**src/rtl/ps2_pkg.sv**
```systemverilog
// Purpose : shared constants, FSM encoding and helpers for the PS/2 set-2 scan decoder.
// Latency : n/a (declarations only).
// Backpressure: n/a.
// Contents: prefix bytes (E0/F0/E1/AA), modifier and caps key codes, prefix FSM states,
//           key identity struct and modifier classification helper.
package ps2_pkg;

  // Set-2 prefix and status bytes
  localparam logic [7:0] PS2_E0  = 8'hE0;  // extended-key prefix
  localparam logic [7:0] PS2_F0  = 8'hF0;  // break prefix
  localparam logic [7:0] PS2_E1  = 8'hE1;  // pause sequence lead byte
  localparam logic [7:0] PS2_BAT = 8'hAA;  // self-test passed, not a key

  // Key codes that drive decoder-side state
  localparam logic [7:0] KEY_LSHIFT = 8'h12;
  localparam logic [7:0] KEY_RSHIFT = 8'h59;
  localparam logic [7:0] KEY_CTRL   = 8'h14;
  localparam logic [7:0] KEY_ALT    = 8'h11;
  localparam logic [7:0] KEY_CAPS   = 8'h58;

  // Bytes still to swallow after the E1 that opens the 8-byte pause sequence
  localparam logic [2:0] PAUSE_SKIP = 3'd7;

  typedef enum logic [2:0] {
    ST_IDLE   = 3'd0,
    ST_EXT    = 3'd1,
    ST_BRK    = 3'd2,
    ST_EXTBRK = 3'd3,
    ST_PAUSE  = 3'd4
  } ps2_state_e;

  typedef struct packed {
    logic       ext;
    logic [7:0] code;
  } key_id_t;

  // Modifier keys are tracked as state and never counted as presses
  function automatic logic is_modifier(input logic [7:0] code);
    return (code == KEY_LSHIFT) || (code == KEY_RSHIFT) ||
           (code == KEY_CTRL)   || (code == KEY_ALT);
  endfunction

endpackage

```
**src/rtl/ps2_prefix_timer.sv**
```systemverilog
// Purpose : abort timer for a partially received prefix sequence.
// Latency : o_expire is combinational, true on the TIMEOUT_CYC-th consecutive running cycle without a clear.
// Backpressure: none; counts every cycle i_run is high.
// Ports   : i_clk, i_clrn (async active-low reset), i_clr (restart count), i_run (count enable),
//           o_expire (limit reached this cycle; counter self-clears).
module ps2_prefix_timer #(
  parameter int unsigned TIMEOUT_CYC = 5000000,
  parameter int unsigned TW          = 23
) (
  input  logic i_clk,
  input  logic i_clrn,
  input  logic i_clr,
  input  logic i_run,
  output logic o_expire
);

  localparam logic [TW-1:0] LAST_CNT = TW'(TIMEOUT_CYC - 1);

  logic [TW-1:0] r_cnt;

  // A clear in the same cycle wins: a byte arriving right at the limit still completes the sequence
  assign o_expire = i_run && !i_clr && (r_cnt == LAST_CNT);

  always_ff @(posedge i_clk or negedge i_clrn) begin
    if (!i_clrn) begin
      r_cnt <= '0;
    end else if (i_clr || !i_run || o_expire) begin
      r_cnt <= '0;
    end else begin
      r_cnt <= r_cnt + TW'(1);
    end
  end

endmodule

```
**src/rtl/ps2_scan_decoder.sv**
```systemverilog
// Purpose : pops set-2 scan bytes from the PS/2 receiver FIFO and resolves E0/F0/E1 prefixes into key events,
//           tracking shift/ctrl/alt, caps-lock toggle and a count of new key presses.
// Latency : byte captured in cycle T; pop strobe and the resulting event/err are registered and visible in T+1.
// Backpressure: captures only when i_rx_ready and not in the post-pop gap (max 1 byte / 2 cycles); no capture or
//           pop while i_rx_overflow is high.
// Ports   : i_clk, i_clrn (async active-low reset), i_rx_data/i_rx_ready/i_rx_overflow from the FIFO,
//           o_rx_nextdata_n (active-low pop), o_evt_valid/o_evt_code/o_evt_ext/o_evt_make (event, fields held),
//           o_shift/o_ctrl/o_alt/o_caps (key state), o_press_cnt (wrapping make count), o_err (error pulse).
// Option  : define PS2DEC_REPEAT_FILTER_EN to suppress typematic repeats of the last held make.
module ps2_scan_decoder
  import ps2_pkg::*;
#(
  parameter int unsigned TIMEOUT_CYC = 5000000,
  parameter int unsigned TW          = 23
) (
  input  logic       i_clk,
  input  logic       i_clrn,
  input  logic [7:0] i_rx_data,
  input  logic       i_rx_ready,
  input  logic       i_rx_overflow,
  output logic       o_rx_nextdata_n,
  output logic       o_evt_valid,
  output logic [7:0] o_evt_code,
  output logic       o_evt_ext,
  output logic       o_evt_make,
  output logic       o_shift,
  output logic       o_ctrl,
  output logic       o_alt,
  output logic       o_caps,
  output logic [7:0] o_press_cnt,
  output logic       o_err
);

  ps2_state_e r_state, w_state_nxt;
  logic [2:0] r_skip, w_skip_nxt;

  logic       r_gap;          // high in the cycle after a capture: pop strobe and no capture
  logic       r_evt_vld;
  logic [7:0] r_evt_code;
  logic       r_evt_ext;
  logic       r_evt_make;
  logic       r_lshift, r_rshift, r_ctrl, r_alt;
  logic       r_caps, r_caps_held;
  logic [7:0] r_press_cnt;
  logic       r_err;

  logic       w_cap;
  logic       w_expire;
  logic       w_dec_vld;
  logic [7:0] w_dec_code;
  logic       w_dec_ext;
  logic       w_dec_make;
  logic       w_bad_byte;
  logic       w_tmo;
  logic       w_repeat;
  logic       w_evt;

  assign w_cap = i_rx_ready && !r_gap && !i_rx_overflow;

  ps2_prefix_timer #(
    .TIMEOUT_CYC (TIMEOUT_CYC),
    .TW          (TW)
  ) u_timer (
    .i_clk    (i_clk),
    .i_clrn   (i_clrn),
    .i_clr    (w_cap || i_rx_overflow),
    .i_run    (r_state != ST_IDLE),
    .o_expire (w_expire)
  );

  // ---------------------------------------------------------------- prefix FSM
  always_ff @(posedge i_clk or negedge i_clrn) begin
    if (!i_clrn) begin
      r_state <= ST_IDLE;
      r_skip  <= '0;
    end else begin
      r_state <= w_state_nxt;
      r_skip  <= w_skip_nxt;
    end
  end

  always_comb begin
    w_state_nxt = r_state;
    w_skip_nxt  = r_skip;
    w_dec_vld   = 1'b0;
    w_dec_code  = i_rx_data;
    w_dec_ext   = 1'b0;
    w_dec_make  = 1'b0;
    w_bad_byte  = 1'b0;
    w_tmo       = 1'b0;

    if (i_rx_overflow) begin
      w_state_nxt = ST_IDLE;
    end else if (w_cap) begin
      unique case (r_state)
        ST_IDLE: begin
          if (i_rx_data == PS2_E0) begin
            w_state_nxt = ST_EXT;
          end else if (i_rx_data == PS2_F0) begin
            w_state_nxt = ST_BRK;
          end else if (i_rx_data == PS2_E1) begin
            w_state_nxt = ST_PAUSE;
            w_skip_nxt  = PAUSE_SKIP;
          end else if (i_rx_data == 8'h00 || i_rx_data == 8'hFF) begin
            // keyboard error / buffer overrun codes
            w_bad_byte = 1'b1;
          end else if (i_rx_data != PS2_BAT) begin
            w_dec_vld  = 1'b1;
            w_dec_make = 1'b1;
          end
        end
        ST_EXT: begin
          if (i_rx_data == PS2_F0) begin
            w_state_nxt = ST_EXTBRK;
          end else begin
            w_state_nxt = ST_IDLE;
            // E0 12 / E0 59 are fake shifts wrapped around nav keys; drop them
            if (i_rx_data != KEY_LSHIFT && i_rx_data != KEY_RSHIFT) begin
              w_dec_vld  = 1'b1;
              w_dec_ext  = 1'b1;
              w_dec_make = 1'b1;
            end
          end
        end
        ST_BRK: begin
          w_state_nxt = ST_IDLE;
          w_dec_vld   = 1'b1;
        end
        ST_EXTBRK: begin
          w_state_nxt = ST_IDLE;
          w_dec_vld   = 1'b1;
          w_dec_ext   = 1'b1;
        end
        ST_PAUSE: begin
          w_skip_nxt = r_skip - 3'd1;
          if (r_skip == 3'd1) begin
            // pause has no break; report the whole sequence as one make of E1
            w_state_nxt = ST_IDLE;
            w_dec_vld   = 1'b1;
            w_dec_code  = PS2_E1;
            w_dec_make  = 1'b1;
          end
        end
        default: w_state_nxt = ST_IDLE;
      endcase
    end else if (w_expire) begin
      w_state_nxt = ST_IDLE;
      w_tmo       = 1'b1;
    end
  end

  // ---------------------------------------------------------------- repeat filter
`ifdef PS2DEC_REPEAT_FILTER_EN
  key_id_t w_key;
  key_id_t r_last_key;
  logic    r_last_vld;

  assign w_key    = '{ext: w_dec_ext, code: w_dec_code};
  assign w_repeat = w_dec_vld && w_dec_make && r_last_vld && (r_last_key == w_key);

  always_ff @(posedge i_clk or negedge i_clrn) begin
    if (!i_clrn) begin
      r_last_vld <= 1'b0;
      r_last_key <= '0;
    end else if (i_rx_overflow) begin
      // held-key knowledge is lost with the dropped bytes, same as the modifiers
      r_last_vld <= 1'b0;
    end else if (w_dec_vld) begin
      if (w_dec_make) begin
        r_last_vld <= 1'b1;
        r_last_key <= w_key;
      end else if (r_last_vld && r_last_key == w_key) begin
        r_last_vld <= 1'b0;
      end
    end
  end
`else
  assign w_repeat = 1'b0;
`endif

  assign w_evt = w_dec_vld && !w_repeat;

  // ---------------------------------------------------------------- outputs and key state
  always_ff @(posedge i_clk or negedge i_clrn) begin
    if (!i_clrn) begin
      r_gap       <= 1'b0;
      r_evt_vld   <= 1'b0;
      r_evt_code  <= '0;
      r_evt_ext   <= 1'b0;
      r_evt_make  <= 1'b0;
      r_lshift    <= 1'b0;
      r_rshift    <= 1'b0;
      r_ctrl      <= 1'b0;
      r_alt       <= 1'b0;
      r_caps      <= 1'b0;
      r_caps_held <= 1'b0;
      r_press_cnt <= '0;
      r_err       <= 1'b0;
    end else begin
      r_gap     <= w_cap;
      r_evt_vld <= w_evt;
      r_err     <= i_rx_overflow || w_bad_byte || w_tmo;

      if (w_evt) begin
        r_evt_code <= w_dec_code;
        r_evt_ext  <= w_dec_ext;
        r_evt_make <= w_dec_make;

        if (w_dec_code == KEY_LSHIFT && !w_dec_ext) r_lshift <= w_dec_make;
        if (w_dec_code == KEY_RSHIFT && !w_dec_ext) r_rshift <= w_dec_make;
        if (w_dec_code == KEY_CTRL) r_ctrl <= w_dec_make;
        if (w_dec_code == KEY_ALT)  r_alt  <= w_dec_make;

        // caps toggles once per physical press; typematic makes are ignored until release
        if (w_dec_code == KEY_CAPS && !w_dec_ext) begin
          if (w_dec_make) begin
            if (!r_caps_held) begin
              r_caps      <= ~r_caps;
              r_caps_held <= 1'b1;
            end
          end else begin
            r_caps_held <= 1'b0;
          end
        end

        if (w_dec_make && !is_modifier(w_dec_code)) begin
          r_press_cnt <= r_press_cnt + 8'd1;
        end
      end

      if (i_rx_overflow) begin
        r_lshift <= 1'b0;
        r_rshift <= 1'b0;
        r_ctrl   <= 1'b0;
        r_alt    <= 1'b0;
      end
    end
  end

  assign o_rx_nextdata_n = ~r_gap;
  assign o_evt_valid     = r_evt_vld;
  assign o_evt_code      = r_evt_code;
  assign o_evt_ext       = r_evt_ext;
  assign o_evt_make      = r_evt_make;
  assign o_shift         = r_lshift | r_rshift;
  assign o_ctrl          = r_ctrl;
  assign o_alt           = r_alt;
  assign o_caps          = r_caps;
  assign o_press_cnt     = r_press_cnt;
  assign o_err           = r_err;

endmodule

```
**config.mk**
```make
export PLATFORM = sky130hd
export DESIGN_NAME = ps2_scan_decoder
export DESIGN_NICKNAME = d
export VERILOG_FILES = /design/src/rtl/ps2_pkg.sv /design/src/rtl/ps2_prefix_timer.sv /design/src/rtl/ps2_scan_decoder.sv
export SDC_FILE = /design/constraint.sdc
export NUM_CORES = 1
export LEC_CHECK = 0
export ABC_AREA = 1
export CAP_MARGIN = 20
export CORE_MARGIN = 2
export CORE_UTILIZATION = 57
export CTS_CLUSTER_SIZE = 25
export DETAILED_ROUTE_END_ITERATION = 16
export PLACE_DENSITY = 0.8
export SYNTH_ARGS = -nofsm -noshare
export SYNTH_HDL_FRONTEND = slang
export SYNTH_HIERARCHICAL = 1
export SYNTH_SLANG_ARGS = --single-unit
```
**constraint.sdc**
```tcl
create_clock -name i_clk -period 2.4 [get_ports i_clk]
set_input_delay 0.6 -clock i_clk [delete_from_list [all_inputs] [get_ports i_clk]]
set_output_delay 0.6 -clock i_clk [all_outputs]
set_load 0.02 [all_outputs]
```
==> summary by stage, run 1 <==
Final layout
Of the cells placed in the final design, the portion with a size suffix greater than 1 is ~18%. The area added between synthesis and finish is 19.3%. The finished layout holds 608 standard cells, fillers aside. The net count of the finished layout is roughly 550. In the layout the commonest cells are 130 x nand2_1, 75 x nor2_1, 56 x dfrtp_1. The number of antenna repair diodes is 0. Cells fill 70.4% of the core in the end. The library cell used most frequently in the layout, excluding fill and tap cells, is nand2_1.

Worst setup path
The critical path in this run is classified as register to primary output. The required time reported for the critical path endpoint is approximately 1800 ps. Traced cell by cell, the critical path runs through or2_2 > clkdlybuf4s50_1. The worst setup path is launched from a register. The critical path startpoint is r_rshift$_DFFE_PN0P_. The internal reg-to-reg setup slack is approximately 390 ps.

The slowest stage cell on the critical path is clkdlybuf4s50_1. In this run the worst setup path terminates at o_shift. The peak fanout along the critical path is 2. The critical path endpoint category is a primary output. The end of the worst register-to-register path is r_state[0]$_DFFE_PN0P_. The critical path crosses 2 cells after its start point.

The depth of the most critical reg-to-reg path is 9. The cell type group with the largest total delay on the critical path is buffers and inverters. The arrival time of the worst setup path is around 1600 ps. The critical path buffer and inverter count is 1.

In this run the critical register-to-register path is launched from u_timer/r_cnt[0]$_DFF_PN0_. The delay of the slowest cell on the worst path is ~540 ps.

Global routing
The number of global-route vias before repair was 3101. The pin count of the biggest net entering global routing is 24. The first global-routing pass estimated ~14000 um of wire. The number of antenna violations at the first check in global routing is 0. Global routing consumed, over all layers together, about a quarter of the routing resources. The final global-route overflow total is 0.

STA
The total of endpoints with negative setup slack in the final report is 0. The period utilization is just under 90%. For the pin with the worst max-slew slack, the measured transition is 501 ps. Static timing analysis puts the maximum clock frequency at ~0.47 GHz. Setup repair after global routing left no endpoint under its margin.

Setup total negative slack on the finished layout was measured at 0 ps. The final number of max-transition violations was 0. The final critical delay including setup and external delays is roughly 2100 ps. Headroom to the max-slew limit came out at around two thirds. The final hold violation count is 0. For the final database, setup skew stands at around 12 ps.

Power and ir drop
The analysis attributes to net switching a power of approximately 800 uW. The part of the power in registers is a little under half. Of the total power, the share spent switching nets is 31.6%. The internal power of the cells totals roughly 1700 uW. The fraction of power consumed by combinational cells is 27.1%.

Summed over all cells, the static leakage comes to between 0.0015 and 0.002 uW. In this run, the clock network consumes a little over a quarter of the power. In this run the power density over the cells is slightly above 600 nW/um2. Across the VDD grid, the largest voltage drop is between 0.5 and 0.6 mV.

Floorplan
Measured along the x axis, the die boundary spans between 80 and 90 um. The total number of placement rows is 28. During I/O placement, the number of pins put on the boundary was 37. The starting utilization of the core area is between 50% and 60%. The placeable core area is between 5000 and 6000 um2. The die boundary height is 82.5 um. The floorplan die area is 6810 um2.

CTS
The number of buffers created by CTS is 5. The clock insertion delay at the later pin of the skew report is between 300 and 400 ps. TritonCTS built the clock tree. The maximum root-to-sink buffer count is 2.

In this run the clock root is driven by a clkbuf_8. The H-tree level count is 2. Hold repair after CTS inserted 0 buffers.

The number of instances resized during post-cts repair is 0. After clock tree synthesis, the clock-pin slew on the worst setup and hold paths is between 100 and 150 ps. After clock tree synthesis, the setup repair step added 0 buffers. CTS saw 56 sinks.

Route
Summed over all layers, the routed wires come to ~7800 um. The number of optimization iterations in the first detailed-route pass is 5. The number of vias after detailed routing is between 3000 and 4000. The remaining design rule violation count is 0. Dividing the detail-routed via count by the number of cells gives roughly 5.2. The number of nets with antenna violations after routing is 0. The average wire length per cell after detail routing is roughly 13 um.

The number of design-rule violations left by the first detailed-router iteration is 175.

Synthesis
The synthesized area is 3520 um2. In the synthesized netlist, the number of instances is 474. The synthesized net count is a little under 500. The share of the yosys chip area belonging to registers is 39.9%. Counting distinct cell types in the post-synthesis netlist gives 34. The Yosys step of the flow raised 6 warnings.

The mean post-synth cell area is between 7 and 8 um2. The number of synthesized register bits is 56.

Placement
The final HPWL from detailed placement is 5850 um. Routability-driven placement finished with a final weighted congestion of between 0.8 and 0.9. Counting tap cells, the placed design contains a total of 600 instances.

In this run the tool buffered the top-level ports with 36 buffer cells.

Run status
The run finished with clean final reports.

Worst hold path
The min-delay analysis places its worst path in the category primary input to asynchronous set/reset pin.

Flow run
The number of maximum-capacitance constraint violations is 0.
## layer usage
metal / vias up / share of wire, % / GRT usage, % / wire length [um]
li1: 1586 / - / - / -
met1: 1493 / 46 / 34.0 / 3570
met5: - / 0 / 0 / 0
met3: 7 / 4.4 / 5.11 / 344
met4: 0 / 1.0 / 5.74 / 80
met2: 72 / 49 / 43.4 / 3770
## cells by family after synthesis
family	Yosys count	synth area share, %
buf+inv	63	8.01
compound gates	27	4.48
simple gates	307	42.0
fa+ha+maj	4	1.42
xor+xnor	17	4.23
flops	56	39.9
## stage by stage
stage / power [uW] / hold slack [ps] / area (um2) / setup slack (ps)
6_report: 2530 / 237 / 4190 / 252
5_1_grt: 2660 / 276 / 4190 / 103
4_1_cts: 2550 / 246 / 4190 / 240
3_5_place_dp: 1870 / 458 / 4070 / -59.3
3_3_place_gp: 1850 / 451 / 4070 / -40.8
2_1_floorplan: 1550 / 304 / 3520 / 599
## Yosys cell counts
cell type    n  area share [%]
nand2_1    130              14
nor2_1      75             8.0
dfrtp_1     56              40
inv_1       48             5.1
nand3_1     35             5.0
nor2_2      20             3.6
nand2_2     15             2.7
o21ai_1     12             1.7
xor2_1      12             3.0
inv_2        9            0.96
nand4_1      9             1.6
nand2_4      6             1.9
o21ai_0      5            0.71
xnor2_1      5             1.2
ha_1         4             1.4
nor2_4       4             1.3
o21bai_1     4            0.85
buf_6        3            0.96
nand3_2      3            0.85
a21oi_1      2            0.28
nor2_8       2             1.1
nor4_1       2            0.36
o21ai_2      2            0.50
a22oi_1      1            0.21
and2_1       1            0.18
buf_12       1            0.57
buf_4        1            0.21
inv_4        1            0.18
nand3b_1     1            0.21
nand3b_4     1            0.57
nor3_1       1            0.14
nor3_4       1            0.46
o21a_1       1            0.21
or2_2        1            0.18
## worst min-delay path by stage
stage,from,end,slack (ps),cells after the start
6_report,i_clrn,u_timer/r_cnt[12]$_DFF_PN0_,240,1
5_1_grt,i_clrn,r_skip[0]$_DFFE_PN0P_,280,1
4_1_cts,i_clrn,u_timer/r_cnt[12]$_DFF_PN0_,250,1
3_5_place_dp,r_lshift$_DFFE_PN0P_,r_lshift$_DFFE_PN0P_,460,2
3_3_place_gp,r_rshift$_DFFE_PN0P_,r_rshift$_DFFE_PN0P_,450,2
2_1_floorplan,i_clrn,o_alt$_DFFE_PN0P_,300,0
## registers in the layout (all words and copies together), names as in the netlist, 3 cells and up
| signal | count |
|---|---|
| u_timer/r_cnt | 23 |
| o_evt_code | 8 |
| o_press_cnt | 8 |
| r_state | 3 |
| r_skip | 3 |
## power by group through the flow
stage	Clock, uW	Combinational, uW	Sequential [uW]
after floorplan	0	285	1270
after global placement	0	678	1180
after detailed placement	0	689	1180
after CTS	696	695	1160
after global routing	727	754	1180
final	681	686	1160
## layout make-up
| type | count | area [um2] |
|---|---|---|
| flip-flops and latches | 56 | 1400 |
| inverters | 58 | 220 |
| repair buffers | 56 | 518 |
| multi-input cells | 355 | 1830 |
| clock inverters | 1 | 30.0 |
| clock buffers | 7 | 96.3 |
| well taps | 75 | 93.8 |
| fillers | 496 | 1760 |
(Power assumes the default switching activity.)
==> inputs of run 2 (changes only) <==
Settings changed: GPL_ROUTABILITY_DRIVEN from default to 0, SKIP_LAST_GASP from default to 1.
==> summary by stage, run 2 (same netlist as run 1, synthesis figures left out) <==
Worst hold path
The path type of the worst min-delay path is primary input to asynchronous set/reset pin.

CTS
The cell at the root of the clock tree is clkbuf_8. The number of instances resized during post-cts repair is 0 (unchanged). The clock insertion delay at the later pin of the skew report came to 310 ps (about the same). The sink count of the clock tree is 56 (unchanged). The count of hold-fix buffers inserted at cts came to 0 (unchanged). The H-tree level count is 2 (unchanged). TritonCTS built the clock tree. The maximum root-to-sink buffer count is 2 (unchanged).

The post-CTS setup repair buffer count is 0 (unchanged). The number of buffers created by CTS was 5 (unchanged). The clock slew seen by the registers of the worst setup and hold paths is 90 ps (-20 ps).

STA
The slew at the pin with the worst max-slew slack is 347 ps (-153 ps). The final sum of negative setup slack is 0 ps (unchanged). The final hold violation count is 0 (unchanged). The maximum clock skew at final layout is 5.50 ps (-6.76 ps). The smallest hold slack is 270 ps (+33.0 ps).

The final number of max-transition violations is 0 (unchanged). The achievable frequency was 0.464 GHz (-0.37%). The total of endpoints with negative setup slack in the final report is 0 (unchanged). The final critical delay including setup and external delays came to 2160 ps (+7.92 ps). Setup repair after global routing left no endpoint under its margin.

The max-slew headroom at the worst pin is 76.6% (+10 points). The period utilization came to 89.8% (+0.33 points).

Route
The number of optimization iterations in the first detailed-route pass was 4 (-1). The average wire length per cell after detail routing is 11.9 um (-6.6%). The remaining design rule violation count is 0 (unchanged). The number of vias after detailed routing is 3084 (-2.3%).

The number of design-rule violations left by the first detailed-router iteration is 161 (-8.0%). The overall routed net length came to 7180 um (-7.5%). The per-cell via count in the routed design came to 5.12 (-1.4%). The number of nets with antenna violations after routing is 0 (unchanged).

Worst setup path
The critical path startpoint is r_rshift$_DFFE_PN0P_. The launching element type of the critical path is a register. The arrival time of the worst setup path is 1560 ps (about the same). STA classifies the critical path endpoint as a primary output. The worst reg2reg path startpoint is u_timer/r_cnt[0]$_DFF_PN0_.

The required time reported for the critical path endpoint is 1800 ps (about the same). By startpoint and endpoint, the worst setup path is classified as register to primary output. The peak fanout along the critical path is 2 (unchanged).

Flow run
The number of maximum-capacitance constraint violations is 0 (unchanged).

Power and ir drop
The maximum VDD drop is 0.531 mV (+6.0%). The leakage power is 0.00193 uW (-1.9%). The fraction of power spent switching nets came to 32.8% (+1.3 points). The total net switching power is 779 uW (-2.5%). The part of the power in registers came to 48.9% (+3.0 points). The part of the power in the clock network was 22.4% (-4.5 points). The power density over the cells was 574 nW/um2 (-4.9%). The fraction of power consumed by combinational cells is 28.8% (+1.7 points). The cell-internal power is 1590 uW (-8.0%).

Global routing
The number of antenna violations at the first check in global routing is 0 (unchanged). The first-pass GRT wire length is 12700 um (-6.9%). The number of global-route vias before repair is 2940 (-5.2%). The global router's overall resource usage is 24.0% (-1.6 points). The pin count of the biggest net entering global routing is 57 (+140%). The final global-route overflow total is 0 (unchanged).

Final layout
The number of nets in the layout is 543 (-0.91%). The library cells used most frequently in the layout, excluding fill and tap cells, are 130 x nand2_1, 75 x nor2_1, 56 x dfrtp_1. The proportion of layout cells with a drive suffix above 1 is 16.7% (-0.94 points). The flip-flop count of the largest register after layout was 23 (unchanged). The area added between synthesis and finish is 17.5%. The final instance area is 4130 um2 (-1.4%). The post-layout instance count excluding filler cells is 602 (-0.99%).

The number of antenna repair diodes was 0 (unchanged). The register with the most flip-flops is u_timer/r_cnt. The leading cell type in the layout, fill and taps excluded is nand2_1.

The utilization after layout was 69.4% (-1.0 points).

Run status
The flow ran to the end, and the final reports show no timing, DRC or antenna violations.

Floorplan
The starting utilization of the core area is 59.0% (unchanged). The placeable core area was 5960 um2 (unchanged). The floorplan die area is 6810 um2 (unchanged). The total number of placement rows is 28 (unchanged). The die span in x is 82.5 um (unchanged). The number of primary I/O pins came to 37 (unchanged). The die boundary height is 82.5 um (unchanged).

Placement
The count of input and output buffers is 36 (unchanged). The standard cell area after detailed placement is 4040 um2 (-0.62%). The cell count after placement is 595 (-0.83%).

The final HPWL from detailed placement was 5560 um (-5.0%).
[run 2: routing by layer]
metal / GRT usage (%) / wire [um] / part of all wire (%) / vias to the layer above
met5: 0 / 0 / 0 / -
met4: 6.56 / 78 / 1.1 / 0
li1: - / - / - / 1578
met2: 39.7 / 3360 / 47 / 68
met3: 4.46 / 335 / 4.7 / 6
met1: 32.5 / 3410 / 47 / 1432
[run 2: power groups by stage]
| stage | combinational, uW | clock, uW | sequential, uW |
|---|---|---|---|
| after global placement | 676 | 0 | 1180 |
| after floorplan | 285 | 0 | 1270 |
| after CTS | 691 | 552 | 1160 |
| final | 682 | 531 | 1160 |
| after global routing | 748 | 588 | 1180 |
| after detailed placement | 686 | 0 | 1170 |
[run 2: metrics by stage]
| stage | setup WS (ps) | power, uW |
|---|---|---|
| final | 244 | 2370 |
| after global routing | 90.2 | 2510 |
| after CTS | 227 | 2400 |
| after detailed placement | -56.3 | 1860 |
| after global placement | 29.8 | 1850 |
| after floorplan | 599 | 1550 |
[run 2: worst paths after layout]
kind	end	slack (ps)	depth (start not counted)
max	o_shift	240	2
min	r_skip[1]$_DFFE_PN0P_	270	2
max reg2reg	r_state[0]$_DFFE_PN0P_	420	9
min reg2reg	r_lshift$_DFFE_PN0P_	480	2
max in group asynchronous	u_timer/r_cnt[13]$_DFF_PN0_	1880	2
min in group i_clk	r_lshift$_DFFE_PN0P_	480	2
[run 2: layout make-up]
cell class	count	area, um2
multi-input combinational	355	1830
sequential	56	1400
clock buffer	6	82.6
tap	75	93.8
clock inverter	1	8.76
timing repair buffer	51	493
fill	514	1820
inverter	58	220
[run 2: worst max-delay path: stages (launching register included)]
cell	delay, ps
dfrtp_1	390
or2_2	320
clkdlybuf4s50_1	540
